==> config.mk <==
export PLATFORM = sky130hd
export DESIGN_NAME = qam_tx_ctrl
export DESIGN_NICKNAME = d
export VERILOG_FILES = /design/src/rtl/qam_tx_pkg.sv /design/src/rtl/qam_sym_timer.sv /design/src/rtl/qam_tx_ctrl.sv
export SDC_FILE = /design/constraint.sdc
export NUM_CORES = 1
export LEC_CHECK = 0
export CORE_ASPECT_RATIO = 0.75
export CORE_MARGIN = 8
export CORE_UTILIZATION = 40
export CTS_CLUSTER_DIAMETER = 200
export CTS_CLUSTER_SIZE = 28
export DETAILED_ROUTE_END_ITERATION = 10
export GPL_TIMING_DRIVEN = 1
export SYNTH_ARGS = -nofsm -noshare
export SYNTH_HDL_FRONTEND = slang
export SYNTH_SLANG_ARGS = --single-unit
==> constraint.sdc <==
create_clock -name clk -period 2.2 [get_ports clk]
set_input_delay 0.55 -clock clk [delete_from_list [all_inputs] [get_ports clk]]
set_output_delay 0.55 -clock clk [all_outputs]
set_load 0.03 [all_outputs]
==> src/rtl/qam_tx_pkg.sv <==
// rtl/qam_tx_pkg.sv - shared states and constants for the QAM transmit controller
// QAM_TX_CTRL_PREAMBLE_EN adds the PREAMBLE state and its pattern constants.
package qam_tx_pkg;

`ifdef QAM_TX_CTRL_PREAMBLE_EN
    typedef enum logic [2:0] {
        S_IDLE, S_GUARD, S_PREAMBLE, S_PAYLOAD, S_FLUSH
    } state_t;

    localparam logic [1:0] PRE_PAT0 = 2'b01;
    localparam logic [1:0] PRE_PAT1 = 2'b10;
`else
    typedef enum logic [2:0] {
        S_IDLE, S_GUARD, S_PAYLOAD, S_FLUSH
    } state_t;
`endif

    localparam int DEF_PRE_LEN    = 8;
    localparam int DEF_FLUSH_SYMS = 4;

endpackage

==> src/rtl/qam_sym_timer.sv <==
// rtl/qam_sym_timer.sv - 2-bit symbol phase counter with phase-3 terminal strobe
// Runs while en is high, held at zero otherwise, matching the 4x up-sampler.
module qam_sym_timer (
    input  logic       clk,
    input  logic       rst,
    input  logic       en,
    output logic [1:0] phase,
    output logic       term
);

    always_ff @(posedge clk or posedge rst) begin
        if (rst) begin
            phase <= 2'd0;
        end else if (en) begin
            phase <= phase + 2'd1;
        end else begin
            phase <= 2'd0;
        end
    end

    assign term = en && (phase == 2'd3);

endmodule

==> src/rtl/qam_tx_ctrl.sv <==
// rtl/qam_tx_ctrl.sv - frame sequencer feeding symbols to a 4x up-sampler
// QAM_TX_CTRL_PREAMBLE_EN inserts an alternating preamble after the guard period.
module qam_tx_ctrl
    import qam_tx_pkg::*;
#(
    parameter int LEN_W      = 8,
    parameter int PRE_LEN    = DEF_PRE_LEN,
    parameter int FLUSH_SYMS = DEF_FLUSH_SYMS
) (
    input  logic             clk,
    input  logic             rst,
    input  logic             start,
    input  logic [LEN_W-1:0] frame_len,
    input  logic [1:0]       sym_in,
    input  logic             sym_valid,
    output logic             sym_ready,
    output logic             us_en,
    output logic [1:0]       us_sym,
    output logic             busy,
    output logic             done,
    output logic             underrun
);

    state_t           state, state_n;
    logic [LEN_W-1:0] cnt, cnt_n;
    logic [LEN_W-1:0] len_q, len_n;
    logic [1:0]       sym_n;
    logic             und_n, done_n;
    logic             go_pay, go_flush, take;
    logic [1:0]       phase;
    logic             term;

    assign busy  = (state != S_IDLE);
    assign us_en = busy;

    qam_sym_timer u_timer (
        .clk   (clk),
        .rst   (rst),
        .en    (busy),
        .phase (phase),
        .term  (term)
    );

    always_ff @(posedge clk or posedge rst) begin
        if (rst) begin
            state    <= S_IDLE;
            cnt      <= '0;
            len_q    <= '0;
            us_sym   <= 2'd0;
            underrun <= 1'b0;
            done     <= 1'b0;
        end else begin
            state    <= state_n;
            cnt      <= cnt_n;
            len_q    <= len_n;
            us_sym   <= sym_n;
            underrun <= und_n;
            done     <= done_n;
        end
    end

    // Every load of us_sym happens on a phase-3 edge, holding it for the whole period.
    always_comb begin
        state_n   = state;
        cnt_n     = cnt;
        len_n     = len_q;
        sym_n     = us_sym;
        und_n     = underrun;
        done_n    = 1'b0;
        go_pay    = 1'b0;
        go_flush  = 1'b0;
        take      = 1'b0;
        sym_ready = 1'b0;
        case (state)
            S_IDLE: begin
                if (start) begin
                    state_n = S_GUARD;
                    len_n   = frame_len;
                    und_n   = 1'b0;
                    sym_n   = 2'd0;
                end
            end
            S_GUARD: begin
                if (term) begin
`ifdef QAM_TX_CTRL_PREAMBLE_EN
                    state_n = S_PREAMBLE;
                    cnt_n   = LEN_W'(PRE_LEN - 1);
                    sym_n   = PRE_PAT0;
`else
                    go_pay  = 1'b1;
`endif
                end
            end
`ifdef QAM_TX_CTRL_PREAMBLE_EN
            S_PREAMBLE: begin
                if (term) begin
                    if (cnt == '0) begin
                        go_pay = 1'b1;
                    end else begin
                        cnt_n = cnt - 1'b1;
                        sym_n = (us_sym == PRE_PAT0) ? PRE_PAT1 : PRE_PAT0;
                    end
                end
            end
`endif
            S_PAYLOAD: begin
                if (term) begin
                    if (cnt == '0) begin
                        go_flush = 1'b1;
                    end else begin
                        cnt_n = cnt - 1'b1;
                        take  = 1'b1;
                    end
                end
            end
            S_FLUSH: begin
                if (term) begin
                    if (cnt == '0) begin
                        state_n = S_IDLE;
                        done_n  = 1'b1;
                        sym_n   = 2'd0;
                    end else begin
                        cnt_n = cnt - 1'b1;
                    end
                end
            end
            default: state_n = S_IDLE;
        endcase

        if (go_pay) begin
            if (len_q == '0) begin
                go_flush = 1'b1;
            end else begin
                state_n = S_PAYLOAD;
                cnt_n   = len_q - 1'b1;
                take    = 1'b1;
            end
        end
        if (go_flush) begin
            state_n = S_FLUSH;
            cnt_n   = LEN_W'(FLUSH_SYMS - 1);
            sym_n   = 2'd0;
        end
        // A missing symbol still consumes its period so frame timing never slips.
        if (take) begin
            sym_ready = 1'b1;
            if (sym_valid) begin
                sym_n = sym_in;
            end else begin
                sym_n = 2'd0;
                und_n = 1'b1;
            end
        end
    end

endmodule

; Word level (Yosys, flattened, before mapping)
; Cells that the tools add are included.
[totals]
reg_bits = 25
in_bits = 14
elab_cells = 66
[classes]
add_sub_neg = 3
eq_ne = 7
muxes = 39
n_reduce_logical = 10
[op_table]
columns = cell, count
row1 = $mux 8, 6
row2 = $mux 1, 18
row3 = $mux 3, 6
row4 = $logic_not 8->1, 2
row5 = $sub 8x1->8 const B, 2
row6 = $mux 2, 7
row7 = $ne 4x4->1 const B, 3
row8 = $pmux 3 s3, 1
row9 = $eq 3x2->1 const B, 2
row10 = $pmux 2 s2, 1
row11 = $reduce_and 4->1, 1
row12 = $reduce_bool 4->1, 1
row13 = $reduce_or 2->1, 2
row14 = $eq 3x1->1 const B, 1
row15 = $logic_not 3->1, 1
row16 = $reduce_bool 3->1, 1
row17 = $add 2x1->2 const B, 1
row18 = $eq 2x2->1 const B, 1
row19 = $reduce_and 2->1, 1
row20 = $logic_and 1x1->1, 1

; Logic depth before layout (Yosys ltp)
; Gate-level depths: netlist (run 1).
[logic_depth]
depth_word = 8
depth_mapped = 7
mapped_depth_nobuf = 6

; Modules after synthesis
; A second synthesis (run 1) with hierarchy kept.
[hier_totals]
hier_cells = 149
area_unflattened_um2 = 1555.2
[modules_own_cells]
columns = module, instances, cells_each, area_each_um2, seq_area_each_um2
row1 = qam_tx_ctrl, 1, 142, 1462.7, 575.6
row2 = qam_sym_timer, 1, 7, 92.6, 50.0

; Least setup slack after synthesis (run 1)
; Ideal clock, no wire load.
[synth_path]
path_kind = reg-to-output
from = register u_timer.phase[0]
to = output sym_ready
arrival_time_ps = 1479
required_ps = 1650
setup_slack_ps = 171
stages_incl_launch_ff = 7
cell_sequence = dfrtp_1 -> ha_1 -> buf_2 -> and3b_1 -> clkbuf_1 -> o21ai_4 -> o21ai_2
[synth_between]
elab_chain_cells = 7
elab_cells_between_ends = 9
classes_between = 1 x eq/ne / 7 x mux / 1 x reduce/logical
[synth_lines]
columns = item, line_no
row1 = "start, declared", qam_sym_timer.sv:7  ; output logic [1:0] phase,
row2 = "start signal, assigned", qam_sym_timer.sv:15  ; phase <= phase + 2'd1;
row3 = $eq 2x2->1 (*), qam_sym_timer.sv:21  ; assign term = en && (phase == 2'd3);
row4 = $logic_and 1x1->1 (*), qam_sym_timer.sv:21
row5 = $mux 1, qam_tx_ctrl.sv:107  ; if (term) begin
row6 = $mux 1, qam_tx_ctrl.sv:74  ; case (state)
row7 = $mux 1, qam_tx_ctrl.sv:131  ; if (len_q == '0) begin
row8 = $mux 1 (*), qam_tx_ctrl.sv:130  ; if (go_pay) begin
row9 = $mux 1 (*), qam_tx_ctrl.sv:145  ; if (take) begin
row10 = "end, declared", qam_tx_ctrl.sv:16  ; output logic sym_ready,
; Mark *: on every way between the ends. The rest lies on a longest branch, timed or not.

; Final worst setup path (run 1)
[layout_path]
from = register cnt[0]
to = output sym_ready
[layout_between]
elab_chain_cells = 7
[layout_lines]
columns = item, line_no
row1 = "start, declared", qam_tx_ctrl.sv:25  ; logic [LEN_W-1:0] cnt, cnt_n;
row2 = "start signal, assigned", qam_tx_ctrl.sv:54  ; cnt <= cnt_n;
row3 = $logic_not 8->1 (*), qam_tx_ctrl.sv:108  ; if (cnt == '0) begin
row4 = $mux 1 (*), qam_tx_ctrl.sv:108
row5 = $mux 1 (*), qam_tx_ctrl.sv:107
row6 = $mux 1 (*), qam_tx_ctrl.sv:74
row7 = $mux 1, qam_tx_ctrl.sv:131
row8 = $mux 1 (*), qam_tx_ctrl.sv:130
row9 = $mux 1 (*), qam_tx_ctrl.sv:145
; Marked as above.

==> results.sh, run 1 <==
export IMPL_syn_avg_cell_area_sq_um=10.1
export IMPL_worst_slew_pin_slew_ns=0.752
export IMPL_placement_stage_cell_area_sq_um=1820
export IMPL_synth_top_cells_by_area="dfrtp_1, mux2_2, mux2i_1, nor2_1, ha_1"
export IMPL_timing_worst_setup_path_type="reg -> out"
export IMPL_critical_path_reg2reg_startpoint="len_q[0]"
export IMPL_final_standard_cell_utilization_of_the_core_pct=55.0
export IMPL_worstSkewPairLatency_ns=0.28
export IMPL_grt_setup_unrepaired="true"
export IMPL_synthesis_nets=165
export IMPL_cp_data_required_time_ns=1.65
export IMPL_met1_layer_usage_reported_by_global_route_pct=17.6
export IMPL_worst_clock_skew_ns=0.00353
export IMPL_cts_reportedPaths_clkPinSlew_ns=0.09
export IMPL_synthMostInstantiatedCell="dfrtp_1"
export IMPL_dr_first_iter_drc_count=124
export IMPL_num_rows=19
export IMPL_finalSetupViolations=1
export IMPL_diodes=0
export IMPL_total_power_w=0.00176
export IMPL_drive_gt1_share_pct=32.5
export IMPL_worst_setup_path_start_kind="flop"
export IMPL_cts_max_level=1
export IMPL_postSynthCellCount=148
export IMPL_grt_busiest_layer="met2"
export IMPL_floorplan_core_area_sq_um=3640
export IMPL_number_of_global_route_vias_before_repair=1257
export IMPL_number_of_buffers_created_by_cts=3
export IMPL_crit_path_max_incr_delay_ns=0.41
export IMPL_buffer_ports_inserted=20
export IMPL_globalRouteOverflowTotal=0
export IMPL_p_per_area_nw_per_um2=878
export IMPL_die_w_um=86.7
export IMPL_timing_critical_path_slowest_stage_cell="dfrtp_1"
export IMPL_relSlewSlack_pct=49.4
export IMPL_fillerInstances=331
export IMPL_finalCriticalPeriod_ns=2.24
export IMPL_cts_hold_buffers_added=0
export IMPL_yosys_warnings=0
export IMPL_drt_pass1_iterations=4
export IMPL_area_growth_syn_to_layout_pct=33.3
export IMPL_dieHeight_um=69.1
export IMPL_gr_usage_met3_pct=3.31
export IMPL_design_final_nets=209
export IMPL_synth_main_ff_cell="dfrtp_1"
export IMPL_violations="negative setup slack"
export IMPL_master_cell_of_the_clock_root_buffer="clkbuf_8"
export IMPL_synth_edf_count=0
export IMPL_synth_top_cell_area_share_pct=41.7
export IMPL_post_dp_hpwl_um=2790
export IMPL_yosys_top_cells_count="dfrtp_1, nor2_1, inv_1, a21oi_1, nor3_1"
export IMPL_initial_antenna_violation_count=0
export IMPL_seq_area_frac_synth_pct=41.7
export IMPL_gr_usage_met2_pct=20.4
export IMPL_gr_usage_all_layers_pct=13.3
export IMPL_drt_wl_total_um=3850
export IMPL_drtAntennaViolNets=0
export IMPL_drv_slew=0
export IMPL_grt_pass1_wl_um=6310
export IMPL_stdcell_area_sq_um=2000
export IMPL_routed_wire_length_per_instance_um=15.9
export IMPL_regArea_sq_um=628
export IMPL_worst_setup_path_startpoint="cnt[0]"
export IMPL_final_period_utilization_pct=102
export IMPL_gp_congestion=0.857
export IMPL_cp_endpoint="sym_ready"
export IMPL_post_place_ws_ns=0.0364
export IMPL_syn_area_sq_um=1500
export IMPL_yosys_cell_types_count=50
export IMPL_hold_violations=0
export IMPL_route_detailed_vias_per_inst=5.19
export IMPL_tritoncts_num_sinks=25
export IMPL_cts_root_to_sink_buffers=2
export IMPL_irDropWorstVdd_mv=0.463
export IMPL_pin_count_of_the_biggest_net_entering_global_routing=26
export IMPL_synth_async_reset_ratio_pct=100
export IMPL_multi_input_comb_area_sq_um=816
export IMPL_r2r_setup_slack_ns=0.20
export IMPL_route_vias_total=1262
export IMPL_floorplan_io_pins=21
export IMPL_length_in_cells_of_the_worst_reg_to_reg_path=6
export IMPL_hold_class="reg -> reg"
export IMPL_yosys_area_top_type="dfrtp_1"
export IMPL_cp_data_arrival_time_ns=1.69
export IMPL_floorplan_initialDensity_pct=41.3
export IMPL_r2r_end="cnt[6]"
export IMPL_setup_ws_ns=-0.0416
export IMPL_die_area_sq_um=5990
export IMPL_cellLeakagePower_nw=0.900
export IMPL_count_of_unresolved_drc_violations_after_routing=0
export IMPL_run_status="complete, but fails checks"
export IMPL_tritoncts="done"
export IMPL_crit_fanout=2
export IMPL_fmaxAchievable_ghz=0.446
export IMPL_maxCapViolCount=0
export IMPL_critPathCaptureType="output pin"
export IMPL_ys_seq_elements=25
export IMPL_path_cells="inv_2, ha_4, or3b_4, o21ai_4, o21ai_2, buf_6"
## registers in the layout, summed over array words and instances, names as in the netlist
register / cells
state: 3
us_sym: 2
done: 1
cnt: 8
underrun: 1
u_timer.phase: 2
len_q: 8
## power by group
| part | internal, W | switching, W |
|---|---|---|
| clock network | 0.000133 | 0.000157 |
| logic | 0.000422 | 0.000391 |
| registers | 0.000553 | 0.000102 |
## worst min path at each step
| stage | from | endpoint | cells after the start |
|---|---|---|---|
| global placement | u_timer.phase[0] | u_timer.phase[0] | 1 |
| detailed placement | u_timer.phase[0] | u_timer.phase[0] | 1 |
| global route | u_timer.phase[0] | u_timer.phase[0] | 1 |
| floorplan | u_timer.phase[0] | u_timer.phase[0] | 1 |
| CTS | u_timer.phase[0] | u_timer.phase[0] | 1 |
| finish | u_timer.phase[0] | u_timer.phase[0] | 1 |
## timing repair
action                     CTS  global route
pin swaps                    3             0
gates resized for setup      9             2
setup endpoints to repair    1             3
cloned                       0             0
setup buffers                8             5
## critical path: cells and delay by family, from the launching register on
kind	cells	cell delay, ns
flip-flops	1	0.41
AND/OR/NAND/NOR	1	0.40
AO/OA/AOI/OAI	2	0.24
buffers and inverters	2	0.23
adder cells (fa/ha/maj)	1	0.13
## logic make-up after synthesis
logic type | after synthesis | share of synthesized area [%]
muxes | 12 | 8.50
AOI/OAI and AO/OA | 37 | 18.2
xor gates and xnor gates | 1 | 0.583
buffers and inverters | 17 | 5.33
other | 1 | 0.250
adders and majority gates | 3 | 2.50
and+or+nand+nor | 52 | 22.9
DFF | 25 | 41.7
## metal layers
metal / vias to the layer above / part of all wire (%) / wire, um
met5: - / 0 / 0
met4: 0 / 1.4 / 53
met3: 6 / 5.3 / 203
met2: 26 / 46 / 1760
met1: 597 / 48 / 1830
li1: 633 / - / -
## cells in the final DEF, fill, tap and decap left out, types with 2 or more instances in the layout
cell type        netlist  routed
nand2_1                6       6
mux2_2                 6       6
a32o_2                 2       2
nand3_1                5       5
dlymetal6s2s_1         0       2
clkbuf_8               0       3
a21oi_1                7       7
ha_1                   3       2
inv_1                  9       7
o211ai_1               3       3
and3b_1                2       2
dfrtp_1               25      23
clkdlybuf4s50_1        0      17
inv_2                  0       2
mux2i_1                6       6
o21ai_0                5       5
nor3_1                 7       7
nor2b_1                3       3
nor3b_2                1       2
nor4_2                 2       2
o21a_1                 2       2
or4_4                  2       2
nor2_1                11      11
o31ai_1                3       3
a31oi_1                3       3
dfrtp_2                0       2
buf_4                  3      27
## layout make-up
cell class	count	area share (%)
clock inverter	1	0.437
inverter	9	1.69
sequential	25	31.4
clock buffer	3	2.06
multi-input combinational	106	40.7
timing repair buffer	47	20.4
tap	52	3.25
## stage by stage
step,instances,hold slack (ns),setup TNS [ns]
final,243,0.440,-0.0416
after detailed placement,226,0.432,0
after global routing,243,0.482,-0.101
after global placement,226,0.417,0
after floorplan,148,0.410,0
after CTS,238,0.445,-0.0132
No activity file was read; power rests on OpenSTA's default activity.
==> run 2: changes to the inputs <==
--- a/config.mk
+++ b/config.mk
@@ -7,11 +7,12 @@
 export LEC_CHECK = 0
 export CORE_ASPECT_RATIO = 0.75
 export CORE_MARGIN = 8
-export CORE_UTILIZATION = 40
+export CORE_UTILIZATION = 54
 export CTS_CLUSTER_DIAMETER = 200
 export CTS_CLUSTER_SIZE = 28
 export DETAILED_ROUTE_END_ITERATION = 10
 export GPL_TIMING_DRIVEN = 1
+export PLACE_DENSITY = 0.79
 export SYNTH_ARGS = -nofsm -noshare
 export SYNTH_HDL_FRONTEND = slang
 export SYNTH_SLANG_ARGS = --single-unit
==> run 2 against run 1 <==
Compared with the run above: the flow still finishes with violations (negative setup slack); worst hold slack gained 0.0066 ns; sequential power grew 3.8%; routed wire length grew 6.2%; maximum frequency shrank 0.27%; die area shrank 21%; global-route usage grew 5.4 points; sequential share of layout area grew 0.85 points; clock skew grew 0.0016 ns; total power shrank 0.89%; non-clock buffer count shrank 5; critical path depth is the same.
==> results.sh, run 2 (synthesis gave the netlist of run 1 again) <==
export IMPL_switchingPower_w=0.000673
export IMPL_buffer_ports_inserted=20
export IMPL_run_status="complete, but fails checks"
export IMPL_cellLeakagePower_nw=0.863
export IMPL_grt_pass1_wl_um=6850
export IMPL_cp_data_required_time_ns=1.65
export IMPL_cts_reportedPaths_clkPinSlew_ns=0.09
export IMPL_globalRouteOverflowTotal=0
export IMPL_relSlewSlack_pct=32.7
export IMPL_tritoncts_num_sinks=25
export IMPL_cp_data_arrival_time_ns=1.70
export IMPL_timing_worst_setup_path_type="reg -> out"
export IMPL_grt_setup_unrepaired="true"
export IMPL_critPathCaptureType="output pin"
export IMPL_finalSetupViolations=1
export IMPL_route_vias_total=1365
export IMPL_mostFrequentLayoutCell="dfrtp_1"
export IMPL_hold_class="reg -> reg"
export IMPL_final_standard_cell_utilization_of_the_core_pct=74.3
export IMPL_final_period_utilization_pct=102
export IMPL_drt_wl_total_um=4090
export IMPL_fillerInstances=199
export IMPL_drive_gt1_share_pct=31.2
export IMPL_sequentialPowerShare_pct=39.0
export IMPL_drtAntennaViolNets=0
export IMPL_cts_max_level=1
export IMPL_worst_slew_pin_slew_ns=1.00
export IMPL_switching_share_pct=38.6
export IMPL_hold_violations=0
export IMPL_floorplan_io_pins=21
export IMPL_floorplan_core_area_sq_um=2620
export IMPL_setup_tns_ns=-0.0477
export IMPL_finalCriticalPeriod_ns=2.25
export IMPL_routed_wire_length_per_instance_um=18.4
export IMPL_dieHeight_um=61.7
export IMPL_gr_usage_all_layers_pct=18.7
export IMPL_layout_top_registers="cnt: 8 flops, len_q: 8 flops, state: 3 flops"
export IMPL_irDropWorstVdd_mv=0.523
export IMPL_finalHoldWorstSlack_ns=0.447
export IMPL_crit_fanout=2
export IMPL_number_of_global_route_vias_before_repair=1445
export IMPL_floorplan_initialDensity_pct=57.3
export IMPL_pin_count_of_the_biggest_net_entering_global_routing=16
export IMPL_maxCapViolCount=0
export IMPL_number_of_buffers_created_by_cts=3
export IMPL_internal_power_w=0.00107
export IMPL_clockPowerShare_pct=16.1
export IMPL_master_cell_of_the_clock_root_buffer="clkbuf_8"
export IMPL_fmaxAchievable_ghz=0.445
export IMPL_placedCellCount=209
export IMPL_tritoncts="done"
export IMPL_worst_setup_path_start_kind="flop"
export IMPL_violations="negative setup slack"
export IMPL_drt_pass1_iterations=4
export IMPL_worstSkewPairLatency_ns=0.28
export IMPL_drv_slew=0
export IMPL_die_area_sq_um=4740
export IMPL_worst_clock_skew_ns=0.00511
export IMPL_route_detailed_vias_per_inst=6.15
export IMPL_setup_ws_ns=-0.0477
export IMPL_die_w_um=76.9
export IMPL_count_of_unresolved_drc_violations_after_routing=0
export IMPL_post_dp_hpwl_um=3030
export IMPL_diodes=0
export IMPL_area_growth_syn_to_layout_pct=29.8
export IMPL_p_comb_share_pct=44.9
export IMPL_cts_root_to_sink_buffers=2
export IMPL_stdcell_count=222
export IMPL_initial_antenna_violation_count=0
export IMPL_p_per_area_nw_per_um2=894
export IMPL_gp_congestion=0.930
export IMPL_dr_first_iter_drc_count=90
export IMPL_design_final_nets=204
export IMPL_most_common_layout_cells="dfrtp_1, buf_4, clkdlybuf4s50_1"
export IMPL_num_rows=16
## run 2: changes by cell type in the layout (fill, tap and decap cells not counted)
cell / change
buf_12: +1
and3b_1: -1
dlymetal6s2s_1: -2
clkinvlp_4: +1
and3b_2: +1
dlygate4sd2_1: +2
inv_6: -1
buf_4: -6
## run 2: what timing repair did
action	in CTS	in global routing
setup endpoints to repair	3	1
hold buffers	0	0
gates resized for setup	9	3
buffers inserted	5	4
pin swaps	1	3
## run 2: final cells by class
class	count	area [sq um]	share of cell area (%)
clock buffers	3	41.3	2.12
well taps	36	45.0	2.31
repair buffers	42	377	19.3
flip-flops and latches	25	628	32.2
inverters	9	33.8	1.73
clock inverters	1	7.51	0.385
multi-input cells	106	817	41.9
## run 2: path summary, 6_finish.rpt
check                            startpoint                to  slack, ns  depth (start not counted)
min in group asynchronous               rst          underrun       0.60                          2
max in group asynchronous               rst            cnt[5]       1.13                          3
setup reg to reg                     cnt[0]            cnt[5]       0.02                          6
setup / recovery                     cnt[1]         sym_ready      -0.05                          6
hold / removal             u_timer.phase[0]  u_timer.phase[0]       0.45                          1
hold reg to reg            u_timer.phase[0]  u_timer.phase[0]       0.45                          1
## run 2: worst max-delay path: stages, from the launching register on
cell	delay [ns]
dfrtp_1	0.41
inv_2	0.08
ha_4	0.12
or3b_4	0.39
o21ai_4	0.18
o21ai_2	0.10
buf_6	0.14
## run 2: per-layer routing
| layer | global-route usage, % | part of all wire (%) |
|---|---|---|
| met5 | 0 | 0 |
| met4 | 10.1 | 2.3 |
| met3 | 7.43 | 9.1 |
| met2 | 31.0 | 46 |
| met1 | 20.7 | 43 |
## run 2: through the flow
| step | area, sq um | setup WS [ns] | power, W |
|---|---|---|---|
| after floorplan | 1500 | 0.171 | 0.00108 |
| after global placement | 1810 | 0.0975 | 0.00127 |
| after detailed placement | 1810 | 0.0686 | 0.00131 |
| after CTS | 1910 | -0.0494 | 0.00167 |
| after global routing | 1950 | -0.107 | 0.00184 |
| final | 1950 | -0.0477 | 0.00174 |
## run 2: power by group through the flow
stage | combinational [W] | sequential (W) | clock [W]
6_report | 0.000782 | 0.000680 | 0.000280
5_1_grt | 0.000838 | 0.000691 | 0.000313
4_1_cts | 0.000708 | 0.000669 | 0.000292
3_5_place_dp | 0.000627 | 0.000685 | 0
3_3_place_gp | 0.000599 | 0.000672 | 0
2_1_floorplan | 0.000427 | 0.000656 | 0
